===== src/rtl/s1_fetch_pkg.sv =====
// Shared opcode/control definitions for the three-stage core: the pc_sel redirect
// codes driven by stage-3 control, plus the boot address and bubble instruction.
package s1_fetch_pkg;

  typedef enum logic [1:0] {
    PC_SEL_SEQ   = 2'd0,
    PC_SEL_REDIR = 2'd1,
    PC_SEL_JAL   = 2'd2,
    PC_SEL_RST   = 2'd3
  } pc_sel_e;

  localparam logic [31:0] RESET_PC   = 32'h4000_0000;
  localparam logic [31:0] NOP_INST   = 32'h0000_0013;
  localparam logic [31:0] INST_BYTES = 32'd4;

  // Instruction fetch never traps on misalignment; the low bits are simply dropped.
  function automatic logic [31:0] word_align(input logic [31:0] addr);
    return {addr[31:2], 2'b00};
  endfunction

endpackage


===== src/rtl/s1_fetch_if.sv =====
// Fetch-stage bundle: stage-3 redirect controls, the IMEM/BIOS read port and the
// instruction hand-off to stage 2. master = fetch unit, slave = its environment.
interface s1_fetch_if;

  logic [1:0]  pc_sel;
  logic [31:0] redirect_target;
  logic [31:0] jal_target;
  logic        stall;
  logic        imem_en;
  logic [31:0] imem_addr;
  logic [31:0] imem_rdata;
  logic [31:0] pc_s2;
  logic [31:0] inst_s2;
  logic        valid_s2;

  modport master (
    input  pc_sel, redirect_target, jal_target, stall, imem_rdata,
    output imem_en, imem_addr, pc_s2, inst_s2, valid_s2
  );

  modport slave (
    output pc_sel, redirect_target, jal_target, stall, imem_rdata,
    input  imem_en, imem_addr, pc_s2, inst_s2, valid_s2
  );

endinterface


===== src/rtl/s1_fetch_pc_next_mux.sv =====
// Priority select of the next fetch address while running: soft reset, stage-3
// redirect, stage-2 JAL, stall re-read, then sequential.
module pc_next_mux
  import s1_fetch_pkg::*;
(
  input  logic [1:0]  pc_sel,
  input  logic        stall,
  input  logic [31:0] fetch_pc,
  input  logic [31:0] redirect_target,
  input  logic [31:0] jal_target,
  output logic [31:0] next_addr,
  output logic        live,
  output logic        soft_rst
);

  // Redirects outrank stall: the stalled stage-2 word is being squashed anyway.
  always_comb begin
    next_addr = fetch_pc + INST_BYTES;
    live      = 1'b1;
    soft_rst  = 1'b0;
    case (pc_sel_e'(pc_sel))
      PC_SEL_RST: begin
        next_addr = RESET_PC;
        live      = 1'b0;
        soft_rst  = 1'b1;
      end
      PC_SEL_REDIR: begin
        next_addr = word_align(redirect_target);
        live      = 1'b0;
      end
      PC_SEL_JAL: begin
        next_addr = word_align(jal_target);
        live      = 1'b0;
      end
      PC_SEL_SEQ: begin
        if (stall) begin
          next_addr = fetch_pc;
        end else begin
          next_addr = fetch_pc + INST_BYTES;
        end
      end
      default: begin
        next_addr = fetch_pc + INST_BYTES;
        live      = 1'b1;
      end
    endcase
  end

endmodule


===== src/rtl/s1_fetch.sv =====
// Stage-1 fetch: holds the PC of the word currently returning from IMEM, presents
// the next address and hands the returned word to stage 2, dropping wrong-path data.
module s1_fetch
  import s1_fetch_pkg::*;
(
  input  logic          clk,
  input  logic          rst_n,
  s1_fetch_if.master    bus
);

  typedef enum logic {
    ST_BOOT = 1'b0,
    ST_RUN  = 1'b1
  } state_e;

  state_e      state_q, state_d;
  logic [31:0] fetch_pc_q, fetch_pc_d;

  logic [31:0] mux_addr;
  logic        mux_live;
  logic        mux_soft_rst;

  logic        fetch_en;
  logic [31:0] fetch_addr;
  logic        fetch_valid;
  logic [31:0] fetch_pc_out;

  pc_next_mux u_pc_next_mux (
    .pc_sel          (bus.pc_sel),
    .stall           (bus.stall),
    .fetch_pc        (fetch_pc_q),
    .redirect_target (bus.redirect_target),
    .jal_target      (bus.jal_target),
    .next_addr       (mux_addr),
    .live            (mux_live),
    .soft_rst        (mux_soft_rst)
  );

  // Next state and the combinational fetch outputs; reset overrides everything.
  always_comb begin
    state_d      = state_q;
    fetch_pc_d   = fetch_pc_q;
    fetch_en     = 1'b1;
    fetch_addr   = RESET_PC;
    fetch_valid  = 1'b0;
    fetch_pc_out = fetch_pc_q;
    if (!rst_n) begin
      fetch_en     = 1'b0;
      fetch_addr   = RESET_PC;
      fetch_valid  = 1'b0;
      fetch_pc_out = RESET_PC;
      state_d      = ST_BOOT;
      fetch_pc_d   = RESET_PC;
    end else begin
      case (state_q)
        ST_BOOT: begin
          fetch_addr = RESET_PC;
          state_d    = ST_RUN;
          fetch_pc_d = RESET_PC;
        end
        ST_RUN: begin
          fetch_addr  = mux_addr;
          fetch_valid = mux_live;
          if (mux_soft_rst) begin
            state_d    = ST_BOOT;
            fetch_pc_d = RESET_PC;
          end else begin
            state_d    = ST_RUN;
            fetch_pc_d = mux_addr;
          end
        end
        default: begin
          state_d    = ST_BOOT;
          fetch_pc_d = RESET_PC;
        end
      endcase
    end
  end

  // State and fetch PC registers with synchronous active-low reset.
  always_ff @(posedge clk) begin
    if (!rst_n) begin
      state_q    <= ST_BOOT;
      fetch_pc_q <= RESET_PC;
    end else begin
      state_q    <= state_d;
      fetch_pc_q <= fetch_pc_d;
    end
  end

  assign bus.imem_en   = fetch_en;
  assign bus.imem_addr = fetch_addr;
  assign bus.valid_s2  = fetch_valid;
  assign bus.pc_s2     = fetch_pc_out;
  assign bus.inst_s2   = fetch_valid ? bus.imem_rdata : NOP_INST;

endmodule


===== src/flat_wrapper.sv =====
// flat-port wrapper written by rule: the top's interface ports become plain ports
module s1_fetch_flat import s1_fetch_pkg::*;
  (clk, rst_n, bus_pc_sel, bus_redirect_target, bus_jal_target, bus_stall, bus_imem_rdata, bus_imem_en, bus_imem_addr, bus_pc_s2, bus_inst_s2, bus_valid_s2);
  s1_fetch_if bus_i ();
  input  logic clk;
  input  logic rst_n;
  input wire logic [$bits(bus_i.pc_sel)-1:0] bus_pc_sel;
  input wire logic [$bits(bus_i.redirect_target)-1:0] bus_redirect_target;
  input wire logic [$bits(bus_i.jal_target)-1:0] bus_jal_target;
  input wire logic [$bits(bus_i.stall)-1:0] bus_stall;
  input wire logic [$bits(bus_i.imem_rdata)-1:0] bus_imem_rdata;
  output wire logic [$bits(bus_i.imem_en)-1:0] bus_imem_en;
  output wire logic [$bits(bus_i.imem_addr)-1:0] bus_imem_addr;
  output wire logic [$bits(bus_i.pc_s2)-1:0] bus_pc_s2;
  output wire logic [$bits(bus_i.inst_s2)-1:0] bus_inst_s2;
  output wire logic [$bits(bus_i.valid_s2)-1:0] bus_valid_s2;
  assign bus_i.pc_sel = bus_pc_sel;
  assign bus_i.redirect_target = bus_redirect_target;
  assign bus_i.jal_target = bus_jal_target;
  assign bus_i.stall = bus_stall;
  assign bus_i.imem_rdata = bus_imem_rdata;
  assign bus_imem_en = bus_i.imem_en;
  assign bus_imem_addr = bus_i.imem_addr;
  assign bus_pc_s2 = bus_i.pc_s2;
  assign bus_inst_s2 = bus_i.inst_s2;
  assign bus_valid_s2 = bus_i.valid_s2;
  s1_fetch u_core (.clk(clk), .rst_n(rst_n), .bus(bus_i));
endmodule

===== config.mk =====
export PLATFORM = sky130hd
export DESIGN_NAME = s1_fetch_flat
export DESIGN_NICKNAME = d
export VERILOG_FILES = /design/src/rtl/s1_fetch_pkg.sv /design/src/rtl/s1_fetch_if.sv /design/src/rtl/s1_fetch_pc_next_mux.sv /design/src/rtl/s1_fetch.sv /design/src/flat_wrapper.sv
export SDC_FILE = /design/constraint.sdc
export NUM_CORES = 1
export LEC_CHECK = 0
export ABC_AREA = 0
export ABC_CLOCK_PERIOD_IN_PS = 2800
export BUFFER_PORTS_ARGS = -buffer_cell sky130_fd_sc_hd__buf_2
export CAP_MARGIN = 20
export CORE_ASPECT_RATIO = 1.1
export CORE_MARGIN = 2
export CORE_UTILIZATION = 42
export DETAILED_ROUTE_END_ITERATION = 10
export GPL_ROUTABILITY_DRIVEN = 0
export MAX_ROUTING_LAYER = met4
export PLACE_DENSITY = 0.81
export SYNTH_ARGS = -nofsm -noshare
export SYNTH_HDL_FRONTEND = slang
export SYNTH_SLANG_ARGS = --single-unit

===== constraint.sdc =====
create_clock -name clk -period 2.8 [get_ports clk]
set_input_delay 0.14 -clock clk [delete_from_list [all_inputs] [get_ports clk]]
set_output_delay 0.14 -clock clk [all_outputs]
set_load 0.02 [all_outputs]

==> impl_metrics.py <==
metrics = {
    "worst_hold_path": {
        "min_from": "bus_redirect_target[10]",
        "hold_class": "input pin to register",
    },
    "clock_network": {
        "clk_latency_ns": 0.29,
        "root_buffer": "clkbuf_8",
        "post_cts_buffers": 0,
        "clockBufferDepth": 2,
        "cts_tree": "built",
        "cts_made_buffers": 5,
        "cts_resized": 0,
        "cts.clk_slew.worst_paths_ns": 0.07,
        "hold_buffers": 0,
        "cts_max_level": 2,
        "clock-sinks": 33,
    },
    "worst_setup_path": {
        "critPathArrivalTime_ns": 2.57,
        "worstSetupPathType": "register to output port",
        "cp_num_buf_inv": 1,
        "cp-start-kind": "register",
        "slowest_delay_ns": 0.73,
        "crit_slowest_cell": "or4_1",
        "path_max_fanout": 9,
        "reg2reg_from": "u_core.fetch_pc_q[10]",
        "end_kind": "output port",
        "cp_top_family": "simple AND/OR/NAND/NOR gates",
        "startpoint": "u_core.fetch_pc_q[10]",
        "crit_chain": "nand4_2 > or4_1 > o311ai_0 > o211ai_1 > buf_2",
        "worstPathRequired_ns": 2.66,
    },
    "grt": {
        "grt.overflow.total": 0,
        "grt_max_degree": 27,
        "first_global_vias": 3489,
        "antenna_found_initial": 1,
        "grt_pass1_wl_um": 15800,
        "grt_use_total_pct": 28.6,
    },
    "power": {
        "p_per_area_nw_per_um2": 322,
        "total_leakage_power_nw": 1.96,
        "pwr-share-seq_pct": 39.8,
        "combinationalPowerShare_pct": 22.5,
        "irDropWorstVdd_v": 0.000236,
        "intPower_mw": 0.900,
        "switching_share_pct": 29.4,
        "power_switching_mw": 0.374,
        "p_clk_share_pct": 37.7,
    },
    "finish": {
        "design_area_um2": 3950,
        "register_area_um2": 661,
        "layout-drive-gt1-share_pct": 39.1,
        "instances_no_fill": 646,
        "synthToLayoutAreaGrowth_pct": 42.1,
        "final_util_pct": 60.6,
        "fin_nets": 664,
        "multiInputGateArea_um2": 1980,
        "nFillCells": 605,
    },
    "placed_design": {
        "place_ws_ns": 0.418,
        "placed_area_um2": 3830,
        "port_buffers": 194,
        "place_inst": 637,
        "hpwl_um": 8240,
    },
    "route": {
        "drt_iter0_drc": 376,
        "wire_per_inst_um": 16.3,
        "drc": 0,
        "dr.pass1.iters": 5,
        "via_count": 3835,
        "wl_um": 10500,
        "detail-route-antenna-nets": 0,
        "via_per_inst": 5.94,
    },
    "timing": {
        "fmax_ghz": 0.369,
        "finalHoldViolCount": 0,
        "setup_violations": 0,
        "tightest_slew_ns": 0.726,
        "slew_violations": 0,
        "fin_tns_setup_ns": 0,
        "fin_skew_ns": 0.00528,
        "layout_setup_ws_ns": 0.0879,
        "period_share_pct": 96.9,
        "period_needed_ns": 2.71,
        "max-slew-margin-rel_pct": 51.4,
        "rsz0062_at_grt": "yes",
    },
    "floorplan": {
        "row_count": 31,
        "fp.dieW_um": 81.6,
        "start_util_pct": 42.7,
        "die_area_um2": 7290,
        "die_h_um": 89.4,
        "ios": 199,
        "core_area_um2": 6520,
    },
    "logic_synthesis": {
        "synthFlopType": "dfxtp_1",
        "ys_types": 47,
        "yosysMostFrequentCell": "and2_1",
        "synthArstFlopShare_pct": 0,
        "yosysSeqAreaShare_pct": 23.8,
        "ys_top_cells_by_area": "dfxtp_1, and2_1, a22oi_1, clkbuf_1, nand2_1",
        "syn_area_um2": 2780,
        "synthDominantCellAreaShare_pct": 23.8,
        "synth.net_count": 482,
        "synth_common_cells": "and2_1, dfxtp_1, clkbuf_1",
        "postSynthAreaPerCell_um2": 7.32,
        "yosys_warnings": 0,
        "synthCells": 380,
        "yosysTopAreaCell": "dfxtp_1",
        "synth_seq_cells": 33,
        "synth_edf_count": 0,
    },
    "flow_run": {
        "maxCapViolations": 0,
    },
    "status": {
        "status": "finished, final reports clean",
    },
}
==> metal layers <==
metal,GRT usage [%],vias up,share of wire (%)
li1,-,1795,-
met5,-,-,0
met2,50.2,245,50
met1,31.5,1758,36
met3,6.46,37,11
met4,10.9,0,2.3
==> tightest hold or removal path: cells and delay by family <==
family	cells	cell delay (ns)
AOI/OAI and AO/OA	1	0.06
buffers and inverters	1	0.07
and+or+nand+nor	1	0.06
==> sequential cells by signal, summed over array words and instances, names as in the netlist <==
| name | count |
|---|---|
| u_core.fetch_pc_q | 32 |
| u_core.state_q | 1 |
==> logic make-up after synthesis <==
family	share of synthesized area [%]
and+or+nand+nor	40.6
AOI/OAI and AO/OA	26.5
buffers and inverters	5.17
DFF	23.8
xor gates and xnor gates	3.15
muxes	0.360
adders and majority gates	0.450
==> final cells by class <==
type | instances | area share [%]
multi-input cells | 310 | 50.2
diodes | 1 | 0.0633
flip-flops and latches | 33 | 16.7
clock inverters | 1 | 0.760
inverters | 5 | 0.475
well taps | 82 | 2.60
clock buffers | 7 | 2.18
repair buffers | 207 | 27.0
==> power groups by stage <==
stage	clock [mW]	combinational [mW]	sequential [mW]
final	0.480	0.286	0.507
after global routing	0.493	0.312	0.510
after CTS	0.478	0.286	0.506
after detailed placement	0	0.285	0.517
after global placement	0	0.280	0.515
after floorplan	0	0.158	0.510
==> per-stage QoR <==
step                total power [mW]  hold WS [ns]
global placement               0.795         0.359
global route                    1.31        0.0791
detailed placement             0.802         0.369
finish                          1.27        0.0760
CTS                             1.27        0.0674
floorplan                      0.668         0.261
==> cells in the final DEF, fill, tap and decap left out, types with 13 or more instances in the layout <==
master | netlist | final
and2_1 | 64 | 64
buf_4 | 1 | 13
a22oi_1 | 18 | 18
nand3_1 | 17 | 17
nor3_1 | 14 | 14
nand2_1 | 27 | 27
o22ai_1 | 13 | 13
o211ai_1 | 13 | 13
nand4_1 | 16 | 16
buf_2 | 1 | 194
dfxtp_1 | 33 | 33
nor2_1 | 21 | 21
==> path summary, 6_finish.rpt <==
path | cells past startpoint | end | slack [ns]
max | 5 | bus_imem_addr[21] | 0.09
max reg2reg | 4 | u_core.fetch_pc_q[25] | 0.60
min | 3 | u_core.fetch_pc_q[10] | 0.08
min reg2reg | 1 | u_core.fetch_pc_q[1] | 0.48
(Power assumes the default switching activity.)
